File: src/rtl/return_path_pkg.sv
// Shared constants and types for the slave-to-master return path.
// Tags identify which slave produced a word on the merged output stream.
package return_path_pkg;

  localparam int DEF_IDWIDTH = 1;
  localparam int DEF_DWIDTH  = 8;
  localparam int DEF_DEPTH   = 4;

  localparam logic TAG_S1 = 1'b0;
  localparam logic TAG_S2 = 1'b1;

  typedef logic [DEF_IDWIDTH+DEF_DWIDTH-1:0] tagged_word_t;

endpackage

File: src/rtl/rp_fifo.sv
// Circular buffer holding tagged response words.
// Provides one write port, one read port and full/empty status decoded from the count.
module rp_fifo #(
  parameter int WIDTH  = 9,
  parameter int DEPTH  = 4,
  parameter int AWIDTH = $clog2(DEPTH)
) (
  input  logic             clk,
  input  logic             rst_n,
  input  logic             wr_en,
  input  logic [WIDTH-1:0] wr_data,
  input  logic             rd_en,
  output logic [WIDTH-1:0] rd_data,
  output logic             full,
  output logic             empty
);

  logic [WIDTH-1:0]  mem_q [DEPTH];
  logic [WIDTH-1:0]  mem_d [DEPTH];
  logic [AWIDTH-1:0] wr_ptr_q, wr_ptr_d;
  logic [AWIDTH-1:0] rd_ptr_q, rd_ptr_d;
  logic [AWIDTH:0]   count_q, count_d;
  logic              do_wr, do_rd;

  assign full    = (count_q == (AWIDTH+1)'(DEPTH));
  assign empty   = (count_q == '0);
  assign rd_data = mem_q[rd_ptr_q];

  // Pointers wrap naturally because DEPTH is a power of two.
  always_comb begin
    mem_d    = mem_q;
    wr_ptr_d = wr_ptr_q;
    rd_ptr_d = rd_ptr_q;
    count_d  = count_q;
    do_wr    = wr_en & ~full;
    do_rd    = rd_en & ~empty;
    if (do_wr) begin
      mem_d[wr_ptr_q] = wr_data;
      wr_ptr_d        = wr_ptr_q + 1'b1;
    end
    if (do_rd) begin
      rd_ptr_d = rd_ptr_q + 1'b1;
    end
    if (do_wr && !do_rd) begin
      count_d = count_q + 1'b1;
    end else if (!do_wr && do_rd) begin
      count_d = count_q - 1'b1;
    end
  end

  always_ff @(posedge clk or negedge rst_n) begin
    if (!rst_n) begin
      mem_q    <= '{default: '0};
      wr_ptr_q <= '0;
      rd_ptr_q <= '0;
      count_q  <= '0;
    end else begin
      mem_q    <= mem_d;
      wr_ptr_q <= wr_ptr_d;
      rd_ptr_q <= rd_ptr_d;
      count_q  <= count_d;
    end
  end

endmodule

File: src/rtl/return_path.sv
// Merges words from two slaves into one tagged stream toward the master,
// with round-robin stop flow control, FIFO buffering and empty-FIFO bypass.
module return_path
  import return_path_pkg::*;
#(
  parameter int IDWIDTH = DEF_IDWIDTH,
  parameter int DWIDTH  = DEF_DWIDTH,
  parameter int DEPTH   = DEF_DEPTH,
  parameter int AWIDTH  = $clog2(DEPTH)
) (
  input  logic               clk,
  input  logic               rst_n,
  input  logic               valid1_i,
  input  logic [DWIDTH-1:0]  data1_i,
  output logic               stop1_o,
  input  logic               valid2_i,
  input  logic [DWIDTH-1:0]  data2_i,
  output logic               stop2_o,
  output logic               req_o,
  input  logic               gnt_i,
  output logic               valid_o,
  output logic [IDWIDTH-1:0] id_o,
  output logic [DWIDTH-1:0]  data_o,
  output logic               overflow_o,
  output logic               underflow_o
);

  localparam int WW = IDWIDTH + DWIDTH;

  logic          rr_q, rr_d;
  logic          overflow_q, overflow_d;
  logic          underflow_q, underflow_d;
  logic          full, empty;
  logic          stop1, stop2, push, req, pop, bypass;
  logic          wr_en, rd_en;
  logic [WW-1:0] push_word, head_word, out_word;

  rp_fifo #(
    .WIDTH  (WW),
    .DEPTH  (DEPTH),
    .AWIDTH (AWIDTH)
  ) u_fifo (
    .clk     (clk),
    .rst_n   (rst_n),
    .wr_en   (wr_en),
    .wr_data (push_word),
    .rd_en   (rd_en),
    .rd_data (head_word),
    .full    (full),
    .empty   (empty)
  );

  // The round-robin pointer keeps advancing even when the favoured slave is idle.
  always_comb begin
    stop1       = full | rr_q;
    stop2       = full | ~rr_q;
    push        = (valid1_i & ~stop1) | (valid2_i & ~stop2);
    push_word   = rr_q ? {IDWIDTH'(TAG_S2), data2_i} : {IDWIDTH'(TAG_S1), data1_i};
    req         = ~empty | push;
    pop         = req & gnt_i;
    bypass      = empty & push & gnt_i;
    wr_en       = push & ~bypass;
    rd_en       = pop & ~empty;
    out_word    = '0;
    if (!empty) begin
      out_word = head_word;
    end else if (push) begin
      out_word = push_word;
    end
    rr_d        = full ? rr_q : ~rr_q;
    overflow_d  = (valid1_i & stop1) | (valid2_i & stop2);
    underflow_d = gnt_i & ~req;
  end

  always_ff @(posedge clk or negedge rst_n) begin
    if (!rst_n) begin
      rr_q        <= 1'b0;
      overflow_q  <= 1'b0;
      underflow_q <= 1'b0;
    end else begin
      rr_q        <= rr_d;
      overflow_q  <= overflow_d;
      underflow_q <= underflow_d;
    end
  end

  // Hold the interface quiet while reset is asserted, independent of register state.
  assign stop1_o        = stop1 | ~rst_n;
  assign stop2_o        = stop2 | ~rst_n;
  assign req_o          = req & rst_n;
  assign valid_o        = pop & rst_n;
  assign {id_o, data_o} = rst_n ? out_word : '0;
  assign overflow_o     = overflow_q;
  assign underflow_o    = underflow_q;

endmodule

File: config.mk
export PLATFORM = sky130hd
export DESIGN_NAME = return_path
export DESIGN_NICKNAME = d
export VERILOG_FILES = /design/src/rtl/return_path_pkg.sv /design/src/rtl/rp_fifo.sv /design/src/rtl/return_path.sv
export SDC_FILE = /design/constraint.sdc
export NUM_CORES = 1
export LEC_CHECK = 0
export ABC_CLOCK_PERIOD_IN_PS = 2510
export BUFFER_PORTS_ARGS = -buffer_cell sky130_fd_sc_hd__buf_2
export CORE_MARGIN = 10
export CORE_UTILIZATION = 50
export CTS_CLUSTER_SIZE = 16
export DETAILED_ROUTE_END_ITERATION = 8
export HOLD_SLACK_MARGIN = 0.02
export PLACE_DENSITY = 0.72
export REMOVE_ABC_BUFFERS = 1
export SYNTH_ARGS = -nofsm -noshare
export SYNTH_HDL_FRONTEND = slang
export SYNTH_HIERARCHICAL = 1
export SYNTH_SLANG_ARGS = --single-unit
File: constraint.sdc
create_clock -name clk -period 2.51 [get_ports clk]
set_input_delay 0.502 -clock clk [delete_from_list [all_inputs] [get_ports clk]]
set_output_delay 0.502 -clock clk [all_outputs]
set_load 0.01 [all_outputs]
# Yosys cells after proc, flatten, opt, wreduce, memory -nomap -nowiden
# Index checks and enable logic that the tools add are counted.
word_totals:
  reg_bits: 46
  latchBits: 0
  ramBits: 0
  romBits: 0
  input_bits: 21
  word_cells: 68
  memories: 0
op_classes:
  add_sub_neg: 4
  n_mul: 0
  n_div: 0
  order_cmp: 3
  n_eq_ne: 1
  shift: 0
  mux: 12
  n_bitwise: 31
  n_reduce_logical: 7
op_table:
  columns: ["operator", "n"]
  rows:
  - ["2-to-1 mux 9 bit", 7]
  - ["bitwise mux 36 bit", 1]
  - ["binary-select mux 9 bit (select 2 bit)", 1]
  - ["demux 9 bit (select 2 bit)", 1]
  - ["bitwise AND 1 bit", 14]
  - ["NOT 1 bit", 8]
  - ["OR 1 bit", 7]
  - ["greater-or-equal comparator 3 bit (second input constant)", 2]
  - ["2-to-1 mux 3 bit", 2]
  - ["NOT 2 -> 3 bit", 2]
  - ["adder 2 x 1 -> 2 bit (second input constant)", 2]
  - ["adder 3 x 1 -> 3 bit (second input constant)", 1]
  - ["== test 3 bit (second input constant)", 1]
  - ["logical AND 1 bit", 3]
  - ["zero test 3 bit", 1]
  - ["less-than comparator 3 x 1 -> 1 bit (second input constant)", 1]
  - ["subtractor 3 x 1 -> 3 bit (second input constant)", 1]
  - ["zero test 1 bit", 2]
  - ["nonzero test 2 bit", 1]

# Logic depth before layout (Yosys ltp)
# Gate-level depths: netlist (run 1).
depth:
  depth_word: 14
  depth_mapped: 10
  ltp_nobuf: 9

# Cells and area by module
# The synthesis (run 1) kept the hierarchy.
modules_own_cells:
  columns: ["module", "n_inst", "cells_per_inst", "area_per_inst_um2", "seq_area_each_um2"]
  rows:
  - ["rp_fifo", 1, 121, 1949.4, 1076.0]
  - ["return_path", 1, 56, 426.7, 75.1]

# Worst setup path before layout (run 1)
# Ideal clock, no wire load.
synth_timing:
  kind: "register to register"
  startpoint: "reg u_fifo.count_q[0]"
  endpoint: "reg u_fifo.count_q[1]"
  arrival_ns: 2.564
  slack_ns: -0.178
  stages_incl_launch_ff: 8
  period_less_slack_ns: 2.688
  cell_sequence: "dfrtp_1 > nor3_1 > a211oi_1 > nor2b_1 > ha_1 > inv_1 > fa_1 > mux2_2"
synth_via:
  elab_cells_between_ends: 29
  cone_classes: "add/sub (2); eq/ne (1); mux (2); bitwise (18); reduce/logical (6)"
synth_lines:
  columns: ["element", "line", "rtl"]
  rows:
  - ["start, declared", "rp_fifo.sv:22", "logic [AWIDTH:0] count_q, count_d;"]
  - ["start signal, assigned", "rp_fifo.sv:61", "count_q <= count_d;"]
  - ["zero test 3 bit", "rp_fifo.sv:26", "assign empty = (count_q == '0);"]
  - ["named net empty", "return_path.sv:33", "logic full, empty;"]
  - ["bitwise AND 1 bit (2 in a row)", "return_path.sv:61", "bypass = empty & push & gnt_i;"]
  - ["NOT 1 bit", "return_path.sv:62", "wr_en = push & ~bypass;"]
  - ["bitwise AND 1 bit", "return_path.sv:62", null]
  - ["named net wr_en", "return_path.sv:35", "logic wr_en, rd_en;"]
  - ["bitwise AND 1 bit", "rp_fifo.sv:35", "do_wr = wr_en & ~full;"]
  - ["named net u_fifo.do_wr", "rp_fifo.sv:23", "logic do_wr, do_rd;"]
  - ["logical AND 1 bit", "rp_fifo.sv:44", "if (do_wr && !do_rd) begin"]
  - ["2-to-1 mux 3 bit", "rp_fifo.sv:44", null]
  - ["named net u_fifo.count_d[1]", "rp_fifo.sv:22", null]
# The timed path passes the listed nets, and every way through them passes these cells. The select of a mux whose other input is x is not followed.
# A chain may end at the register's enable or synchronous reset.

# Final worst setup path (run 1)
layout_timing:
  startpoint: "reg u_fifo.count_q[0]"
  endpoint: "out data_o[1]"
layout_via:
  elab_cells_between_ends: 12
  cone_classes: "eq/ne (1); mux (3); bitwise (7); reduce/logical (1)"
layout_lines:
  columns: ["element", "line", "rtl"]
  rows:
  - ["zero test 3 bit", "rp_fifo.sv:26", null]
  - ["named net empty", "return_path.sv:33", null]
  - ["2-to-1 mux 9 bit", "return_path.sv:65", "if (!empty) begin"]
  - ["2-to-1 mux 9 bit", "return_path.sv:92", "assign {id_o, data_o} = rst_n ? out_word : '0;"]
  - ["end, declared", "return_path.sv:23", "output logic [DWIDTH-1:0] data_o,"]
# The timed path passes the listed nets, and every way through them passes these cells.

==> results of run 1 <==
## kinds of logic after synthesis
kind of cell,after synthesis,synth area share (%)
mux,57,31.0
flops,46,48.4
simple gates,32,8.16
buf+inv,16,3.05
compound gates,13,3.32
xor+xnor,7,2.58
fa+ha+maj,6,3.48
## through the flow
step	std cells	setup slack, ps	area, um^2	total power, mW
after floorplan	172	-178	2340	2.67
final	282	179	2780	3.67
after global routing	282	31.6	2780	3.97
after global placement	274	239	2690	3.17
after CTS	282	64.1	2780	3.72
after detailed placement	274	170	2690	3.24
## power breakdown
part	switching [mW]	internal, mW	total, mW
sequential	0.242	1.13	1.37
combinational	0.797	1.04	1.84
clock	0.261	0.201	0.462
total	1.30	2.37	3.67
## cells in the mapped netlist, types with 2 or more instances
| cell type | number | share of area (%) |
|---|---|---|
| o21ai_1 | 9 | 1.9 |
| inv_1 | 11 | 1.7 |
| dfrtp_1 | 46 | 48 |
| nand2_1 | 13 | 2.1 |
| nor2_2 | 4 | 1.1 |
| nor2b_1 | 4 | 1.1 |
| mux2i_1 | 8 | 3.4 |
| nand2b_1 | 3 | 0.79 |
| xor2_1 | 2 | 0.74 |
| xnor2_1 | 5 | 1.8 |
| mux2_2 | 38 | 18 |
| ha_1 | 5 | 2.6 |
| mux4_2 | 9 | 8.5 |
## layout make-up
type	count	area share [%]
inverter	11	1.48
timing repair buffer	48	9.80
multi-input combinational	115	41.6
sequential	46	41.3
clock inverter	3	0.899
tap	54	2.43
clock buffer	5	2.47
## state kept, by name, indices dropped and copies added, names as in the netlist
signal	flops
u_fifo/mem_q	36
u_fifo/count_q	3
u_fifo/rd_ptr_q	2
underflow_o	1
rr_q	1
u_fifo/wr_ptr_q	2
overflow_o	1
## layout by cell type, fill, tap and decap left out, types with 2 or more instances in the layout
| cell type | synthesis | layout |
|---|---|---|
| o21ai_1 | 9 | 9 |
| nand2_1 | 13 | 13 |
| nor2b_1 | 4 | 2 |
| nand2b_1 | 3 | 3 |
| buf_2 | 1 | 35 |
| clkbuf_8 | 0 | 5 |
| nor2b_2 | 0 | 2 |
| nor2_2 | 4 | 4 |
| mux4_2 | 9 | 9 |
| mux2_2 | 38 | 38 |
| inv_1 | 11 | 11 |
| mux2i_1 | 8 | 8 |
| buf_4 | 1 | 13 |
| dfrtp_1 | 46 | 46 |
| xor2_1 | 2 | 2 |
| ha_1 | 5 | 5 |
| xnor2_1 | 5 | 5 |
## worst max-delay path, cell delays in order, from the launching register on
cell and delay [ps]:
dfrtp_1 480, nor3_1 110, buf_4 180, nor2b_2 410, nand2_1 110, o21ai_1 90, buf_2 140
## how the worst max path moves through the flow
stage,start,end,cells past startpoint
3_3_place_gp,valid2_i,u_fifo/count_q[2]$_DFFE_PN0P_,10
2_1_floorplan,u_fifo/count_q[0]$_DFFE_PN0P_,u_fifo/count_q[1]$_DFFE_PN0P_,7
6_report,u_fifo/count_q[0]$_DFFE_PN0P_,data_o[1],6
3_5_place_dp,valid2_i,u_fifo/count_q[2]$_DFFE_PN0P_,10
4_1_cts,u_fifo/count_q[2]$_DFFE_PN0P_,data_o[3],6
5_1_grt,u_fifo/count_q[0]$_DFFE_PN0P_,data_o[2],6
## repair_timing
| item | in CTS | in global routing |
|---|---|---|
| pin swaps | 0 | 0 |
| gates resized for setup | 1 | 1 |
| endpoints found under the setup margin | 8 | 7 |
| setup buffers | 0 | 0 |
## metal layers
layer	vias up	share of wire [%]	wire length (um)	GRT usage [%]
li1	729	-	-	-
met1	756	47	2250	17.7
met2	24	47	2250	20.3
met3	8	4.7	227	3.74
met4	0	1.4	65	4.34
met5	-	0	0	0
==> impl_metrics.toml, run 1 <==
[yosys]
yosysSeqAreaShare_pct = 48.4
synth_cell_type_count = 33
synth_warnings = 6
synth_seq_cells = 46
ys_async_sr_fraction_pct = 100
synth_area_per_cell_um2 = 13.4
syn_area_um2 = 2380
syn_inst = 177
ys.flop_type = "dfrtp_1"
synth_edf_count = 0

[worst_setup_path]
r2r_end = "u_fifo/count_q[2]$_DFFE_PN0P_"
worst-r2r-cell-count = 10
required_ps = 2010
arrival_ps = 1830
setup.reg_to_reg.worst_slack_ps = 190
critPathKind = "flip-flop to output pin"
rr_startpoint = "u_fifo/count_q[1]$_DFFE_PN0P_"
end_kind = "output pin"
cp_max_fo = 9
crit_path_start_kind = "flip-flop"

[route]
drc = 0
drtIter0Drc = 116
drt-pass1-iter-count = 4
ant_nets = 0
vias = 1517
via_per_inst = 5.38
routedWlPerCell_um = 17.0
wl_mm = 4.79

[grt]
grt_pass1_wl_mm = 8.02
grt_usage_pct = 13.3
grt_max_degree = 37
grt_remaining_overflow = 0
antenna_found_initial = 0
grt_pass1_vias = 1619

[floorplan]
io_pins = 36
dieArea_um2 = 7910
initial_core_util_pct = 51.0
die_x_um = 88.9
core_area_um2 = 4660
rows = 25
die_h_um = 88.9

[clock_tree]
clk_latency_ps = 300
holdBufCountCts = 0
cts_tree = "yes"
root_buffer = "clkbuf_8"
clock_path_buffers = 2
clk_pin_slew_ps = 90
cts_max_level = 2
numCtsBuffers = 5
clock-sinks = 46

[sta]
tns_ps = 0
whs_ps = 158
hold_viol_final = 0
max_slew.worst_pin.slew_ps = 486
max_freq_mhz = 429
slew_headroom_pct = 67.4
min_period_ps = 2330
final.period_utilization_pct = 92.9
maxSlewViolCount = 0
clock_skew_ps = 8.98
rsz0062_at_grt = "false"
finalSetupViolCount = 0

[cells_and_area]
drive_gt1_share_pct = 49.1
fillCellCount = 391
final_core_utilization_pct = 59.7
n_antenna_cell = 0
seqCellArea_um2 = 1150
multi_input_area_um2 = 1160
syn_to_final_growth_pct = 17.2
fin_nets = 254

[placed_design]
place.gp.congestion = 0.734
place_hpwl_mm = 3.47
portBuffers = 35

[power]
peakVddDrop_v = 0.000615
leakage_nw = 1.31
p_per_area_nw_per_um2 = 1320

[flow_run]
max_cap_violations = 0

[run_status]
status = "complete, no violations"

[hold_path]
holdCritPathClass = "input port to async pin"
Power figures use the tool's default switching activity.
==> inputs of run 2 (changes only) <==
--- a/config.mk
+++ b/config.mk
@@ -16,5 +16,4 @@
 export REMOVE_ABC_BUFFERS = 1
 export SYNTH_ARGS = -nofsm -noshare
 export SYNTH_HDL_FRONTEND = slang
-export SYNTH_HIERARCHICAL = 1
 export SYNTH_SLANG_ARGS = --single-unit
==> impl_metrics.toml, run 2 <==
[grt]
antenna_found_initial = 0
grt_pass1_vias = 1828
grt_remaining_overflow = 0
grt_pass1_wl_mm = 9.33
grt_max_degree = 33
grt_usage_pct = 14.2

[flow_run]
max_cap_violations = 0

[cells_and_area]
n_antenna_cell = 0
fin_nets = 250
final_common_cell = "mux2_2"
final_cell_area_um2 = 2930
drive_gt1_share_pct = 54.9
syn_to_final_growth_pct = 18.0
regMostFlops = "u_fifo.mem_q"
top_regs = "u_fifo.mem_q: 36 flops, u_fifo.count_q: 3 flops"
layout_common_cells = "mux2_2 (46), dfrtp_1 (45), buf_2 (35)"
final_core_utilization_pct = 61.6
largest_register_ffs = 36

[sta]
rsz0062_at_grt = "false"
fin_ws_ps = 98.6
max_freq_mhz = 415
maxSlewViolCount = 0
max_slew.worst_pin.slew_ps = 503
clock_skew_ps = 6.74
final.period_utilization_pct = 96.1
hold_viol_final = 0
finalSetupViolCount = 0
slew_headroom_pct = 66.5
min_period_ps = 2410
tns_ps = 0

[route]
drc = 0
drtIter0Drc = 104
wl_mm = 5.63
drt-pass1-iter-count = 4
routedWlPerCell_um = 19.3
via_per_inst = 5.51
vias = 1604
ant_nets = 0

[clock_tree]
cts_tree = "yes"
root_buffer = "clkbuf_8"
clock-sinks = 46
holdBufCountCts = 0
clk_pin_slew_ps = 90
clk_latency_ps = 300
numCtsBuffers = 5
clock_path_buffers = 2
cts_max_level = 2

[power]
p_per_area_nw_per_um2 = 1330
leakage_nw = 1.25
power_mw = 3.90
peakVddDrop_v = 0.000524

[yosys]
synth_seq_cells = 46
yosysSeqAreaShare_pct = 46.3
synth_top_area_share_pct = 46.3
ys_async_sr_fraction_pct = 100
syn_inst = 174
synth_area_per_cell_um2 = 14.3
ys.flop_type = "dfrtp_1"
synth_warnings = 0
synth_edf_count = 0
synth_area_leaders = "dfrtp_1 (46%), mux2_2 (21%), mux4_2 (8.2%)"
synth_commonest_cells = "dfrtp_1 (46), mux2_2 (46), mux4_2 (9)"
synth_cell_type_count = 30
synth_top_area_cell = "dfrtp_1"
syn_area_um2 = 2480

[worst_setup_path]
crit_chain = "or3_2, buf_6, nor2b_1, a32o_1, buf_2"
rr_startpoint = "u_fifo.count_q[1]$_DFFE_PN0P_"
crit_path_start_kind = "flip-flop"
required_ps = 2010
end_kind = "output pin"
critPathKind = "flip-flop to output pin"
worst-path-buf-inv = 2
worst-r2r-cell-count = 8
cpPeakStageDelay_ps = 500
arrival_ps = 1910
crit_slowest_cell = "or3_2"
r2r_end = "u_fifo.count_q[2]$_DFFE_PN0P_"
setup.reg_to_reg.worst_slack_ps = 270
cp_max_fo = 13
critPathTopFamily = "simple AND/OR/NAND/NOR gates"

[floorplan]
core_area_um2 = 4750
initial_core_util_pct = 52.2
rows = 25
die_x_um = 90.5
dieArea_um2 = 8190
die_h_um = 90.5
io_pins = 36

[placed_design]
place.gp.congestion = 0.814
placed_cell_area_um2 = 2820
dpl_worst_slack_ps = 108
place_hpwl_mm = 4.00
portBuffers = 35

[run_status]
status = "complete, no violations"

[hold_path]
holdCritPathClass = "input port to async pin"
-- run 2: layer usage --
metal,track usage [%],vias up,part of all wire [%]
li1,-,740,-
met1,16.7,822,43
met2,23.9,37,52
met3,4.07,5,4.2
met4,5.44,0,1.1
met5,0,-,0
-- run 2: stage by stage --
step	instances	hold WS, ps
4_1_cts	290	224
3_3_place_gp	282	484
5_1_grt	291	253
3_5_place_dp	282	495
2_1_floorplan	164	206
6_report	291	224
-- run 2: how the worst max path moves through the flow --
| stage | startpoint | to | cells past startpoint |
|---|---|---|---|
| detailed placement | gnt_i | u_fifo.count_q[2]$_DFFE_PN0P_ | 9 |
| finish | u_fifo.count_q[1]$_DFFE_PN0P_ | data_o[4] | 5 |
| global route | u_fifo.count_q[1]$_DFFE_PN0P_ | data_o[4] | 5 |
| CTS | u_fifo.count_q[1]$_DFFE_PN0P_ | data_o[7] | 4 |
| floorplan | u_fifo.count_q[0]$_DFFE_PN0P_ | u_fifo.count_q[1]$_DFFE_PN0P_ | 6 |
| global placement | gnt_i | u_fifo.count_q[2]$_DFFE_PN0P_ | 9 |
-- run 2: power by group --
part | total [mW] | internal [mW] | switching (mW)
sequential | 1.38 | 1.13 | 0.257
combinational | 2.04 | 1.14 | 0.903
clock | 0.471 | 0.222 | 0.249
-- run 2: worst register-to-register path: stages, from the launching register on --
cell     delay (ps)
dfrtp_2         450
or3_2           500
nand2_1         150
ha_1            200
inv_1            70
fa_1            370
xor2_1          170
nor2_1          110
xor2_1          140
-- run 2: cell families after synthesis --
group                      share of synthesized area, %
muxes                                              29.9
DFF                                                46.3
and+or+nand+nor                                    5.39
AOI/OAI and AO/OA                                  9.42
buffers and inverters                              3.12
xor gates and xnor gates                           2.47
adders and majority gates                          3.32
-- run 2: repair_timing --
| action | 4_1_cts | 5_1_grt |
|---|---|---|
| endpoints found under the hold margin | 0 | 0 |
| resized for setup | 0 | 5 |
| setup endpoints to repair | 0 | 9 |
| setup buffers | 0 | 1 |
-- run 2: layout make-up --
type                       count  area [um^2]
clock buffer                   7         86.3
inverter                       8         30.0
clock inverter                 1         5.00
sequential                    46         1150
timing repair buffer          52          310
fill                         383         1820
tap                           67         83.8
multi-input combinational    110         1260
==> inputs of run 3 (changes only) <==
--- a/config.mk
+++ b/config.mk
@@ -5,6 +5,7 @@
 export SDC_FILE = /design/constraint.sdc
 export NUM_CORES = 1
 export LEC_CHECK = 0
+export ABC_AREA = 1
 export ABC_CLOCK_PERIOD_IN_PS = 2510
 export BUFFER_PORTS_ARGS = -buffer_cell sky130_fd_sc_hd__buf_2
 export CORE_MARGIN = 10
==> impl_metrics.toml, run 3 <==
[yosys]
yosysMostFrequentCell = "nand2_1"
syn_area_um2 = 2660
ys_async_sr_fraction_pct = 100
synth_edf_count = 0
ys.flop_type = "dfrtp_1"
synth_top_area_share_pct = 43.4
synth_top_area_cell = "dfrtp_1"
synth_warnings = 0
syn_inst = 349
synth_seq_cells = 46
synth_area_leaders = "dfrtp_1 (43%), nand2_1 (22%), nand4_1 (8.5%)"
synth_cell_type_count = 29
yosysSeqAreaShare_pct = 43.4
synth_area_per_cell_um2 = 7.61
synth_commonest_cells = "nand2_1 (158), dfrtp_1 (46), nand4_1 (36)"

[route]
wl_mm = 6.93
routedWlPerCell_um = 15.4
drc = 0
via_per_inst = 5.33
vias = 2398
drt-pass1-iter-count = 4
drtIter0Drc = 216
ant_nets = 0

[clock_tree]
numCtsBuffers = 5
clk_pin_slew_ps = 80
clock_path_buffers = 2
cts_max_level = 2
clock-sinks = 46
root_buffer = "clkbuf_8"
post_cts_buffers = 0
cts_tree = "yes"
clk_latency_ps = 300

[power]
power_mw = 4.00
leakage_nw = 1.60
peakVddDrop_v = 0.000836
p_per_area_nw_per_um2 = 1350

[sta]
maxSlewViolCount = 0
tns_ps = 0
clock_skew_ps = 7.64
slew_headroom_pct = 66.0
final.period_utilization_pct = 91.3
max_slew.worst_pin.slew_ps = 509
whs_ps = 471
finalSetupViolCount = 0
rsz0062_at_grt = "false"
hold_viol_final = 0
max_freq_mhz = 436
min_period_ps = 2290

[worst_setup_path]
critPathKind = "flip-flop to output pin"
worst-r2r-cell-count = 12
setup.reg_to_reg.worst_slack_ps = 420
rr_startpoint = "rr_q$_DFFE_PN0N_"
crit_path_end = "data_o[6]"
cp_max_fo = 18
end_kind = "output pin"
arrival_ps = 1790
required_ps = 2010
crit_start = "u_fifo.count_q[1]$_DFFE_PN0P_"
r2r_end = "u_fifo.count_q[2]$_DFFE_PN0P_"
crit_path_start_kind = "flip-flop"

[cells_and_area]
fin_nets = 406
largest_register_ffs = 36
fillCellCount = 501
syn_to_final_growth_pct = 11.4
layout_common_cells = "nand2_1 (157), dfrtp_1 (45), nand4_1 (36)"
final_core_utilization_pct = 57.5
final_common_cell = "nand2_1"
drive_gt1_share_pct = 17.9
n_antenna_cell = 0
regMostFlops = "u_fifo.mem_q"
top_regs = "u_fifo.mem_q: 36 flops, u_fifo.count_q: 3 flops"

[floorplan]
die_h_um = 92.9
initial_core_util_pct = 51.7
io_pins = 36
core_area_um2 = 5140
die_x_um = 92.9
rows = 26
dieArea_um2 = 8620

[placed_design]
place.gp.congestion = 0.869
place_hpwl_mm = 4.85
portBuffers = 35

[grt]
grt_usage_pct = 17.2
grt_pass1_wl_mm = 12.2
grt_remaining_overflow = 0
antenna_found_initial = 0
grt_pass1_vias = 2481
grt_max_degree = 42

[run_status]
status = "complete, no violations"

[hold_path]
holdCritPathClass = "input port to flip-flop"

[flow_run]
max_cap_violations = 0
run 3: timing repair:
item | CTS | global route
resized for setup | 0 | 4
endpoints found under the setup margin | 0 | 8
hold buffers | 1 | 0
hold endpoints to repair | 1 | 0
run 3: how the worst min path moves through the flow:
stage | end | cells after the start | slack [ps] | startpoint
2_1_floorplan | overflow_o$_DFF_PN0_ | 0 | 210 | rst_n
3_3_place_gp | overflow_o$_DFF_PN0_ | 1 | 330 | rst_n
3_5_place_dp | overflow_o$_DFF_PN0_ | 1 | 320 | rst_n
4_1_cts | overflow_o$_DFF_PN0_ | 3 | 460 | valid1_i
5_1_grt | overflow_o$_DFF_PN0_ | 3 | 490 | valid1_i
6_report | overflow_o$_DFF_PN0_ | 3 | 470 | valid1_i
run 3: where the power goes:
part / internal (mW) / switching, mW
combinational: 0.729 / 1.47
clock: 0.223 / 0.256
sequential: 1.08 / 0.249
total: 2.03 / 1.98
run 3: stage by stage:
stage	instance area [um^2]	std cells	setup WS, ps
floorplan	2530	328	-307
CTS	2950	450	107
finish	2960	450	217
global route	2960	450	106
detailed placement	2850	441	389
global placement	2850	441	465
run 3: layout make-up:
class / count / area (um^2) / share of cell area (%)
well taps: 70 / 87.6 / 2.96
flip-flops and latches: 46 / 1150 / 39.0
clock buffers: 7 / 86.3 / 2.92
multi-input cells: 268 / 1330 / 44.8
clock inverters: 1 / 5.00 / 0.169
inverters: 14 / 55.1 / 1.86
repair buffers: 44 / 245 / 8.29
run 3: cells by family after synthesis:
family / after synthesis / share of synthesized area [%]
AND/OR/NAND/NOR: 243 / 42.2
flip-flops: 46 / 43.4
buffers and inverters: 35 / 6.79
AO/OA/AOI/OAI: 14 / 2.83
adder cells (fa/ha/maj): 6 / 3.11
XOR/XNOR: 4 / 1.32
multiplexers: 1 / 0.424
run 3: worst max-delay path: stages, from the launching register on:
cell and delay, ps:
dfrtp_1 440, nor2_4 180, nand2_1 140, buf_4 220, o21ai_0 260, nor2_1 100, buf_2 150
run 3: metal layers:
metal	up-vias	routed length (um)	part of all wire (%)	GRT usage, %
met5	-	0	0	0
met4	0	58	0.84	3.86
met3	6	474	6.8	4.20
met2	93	3200	46	26.8
met1	1092	3200	46	23.4
li1	1207	-	-	-
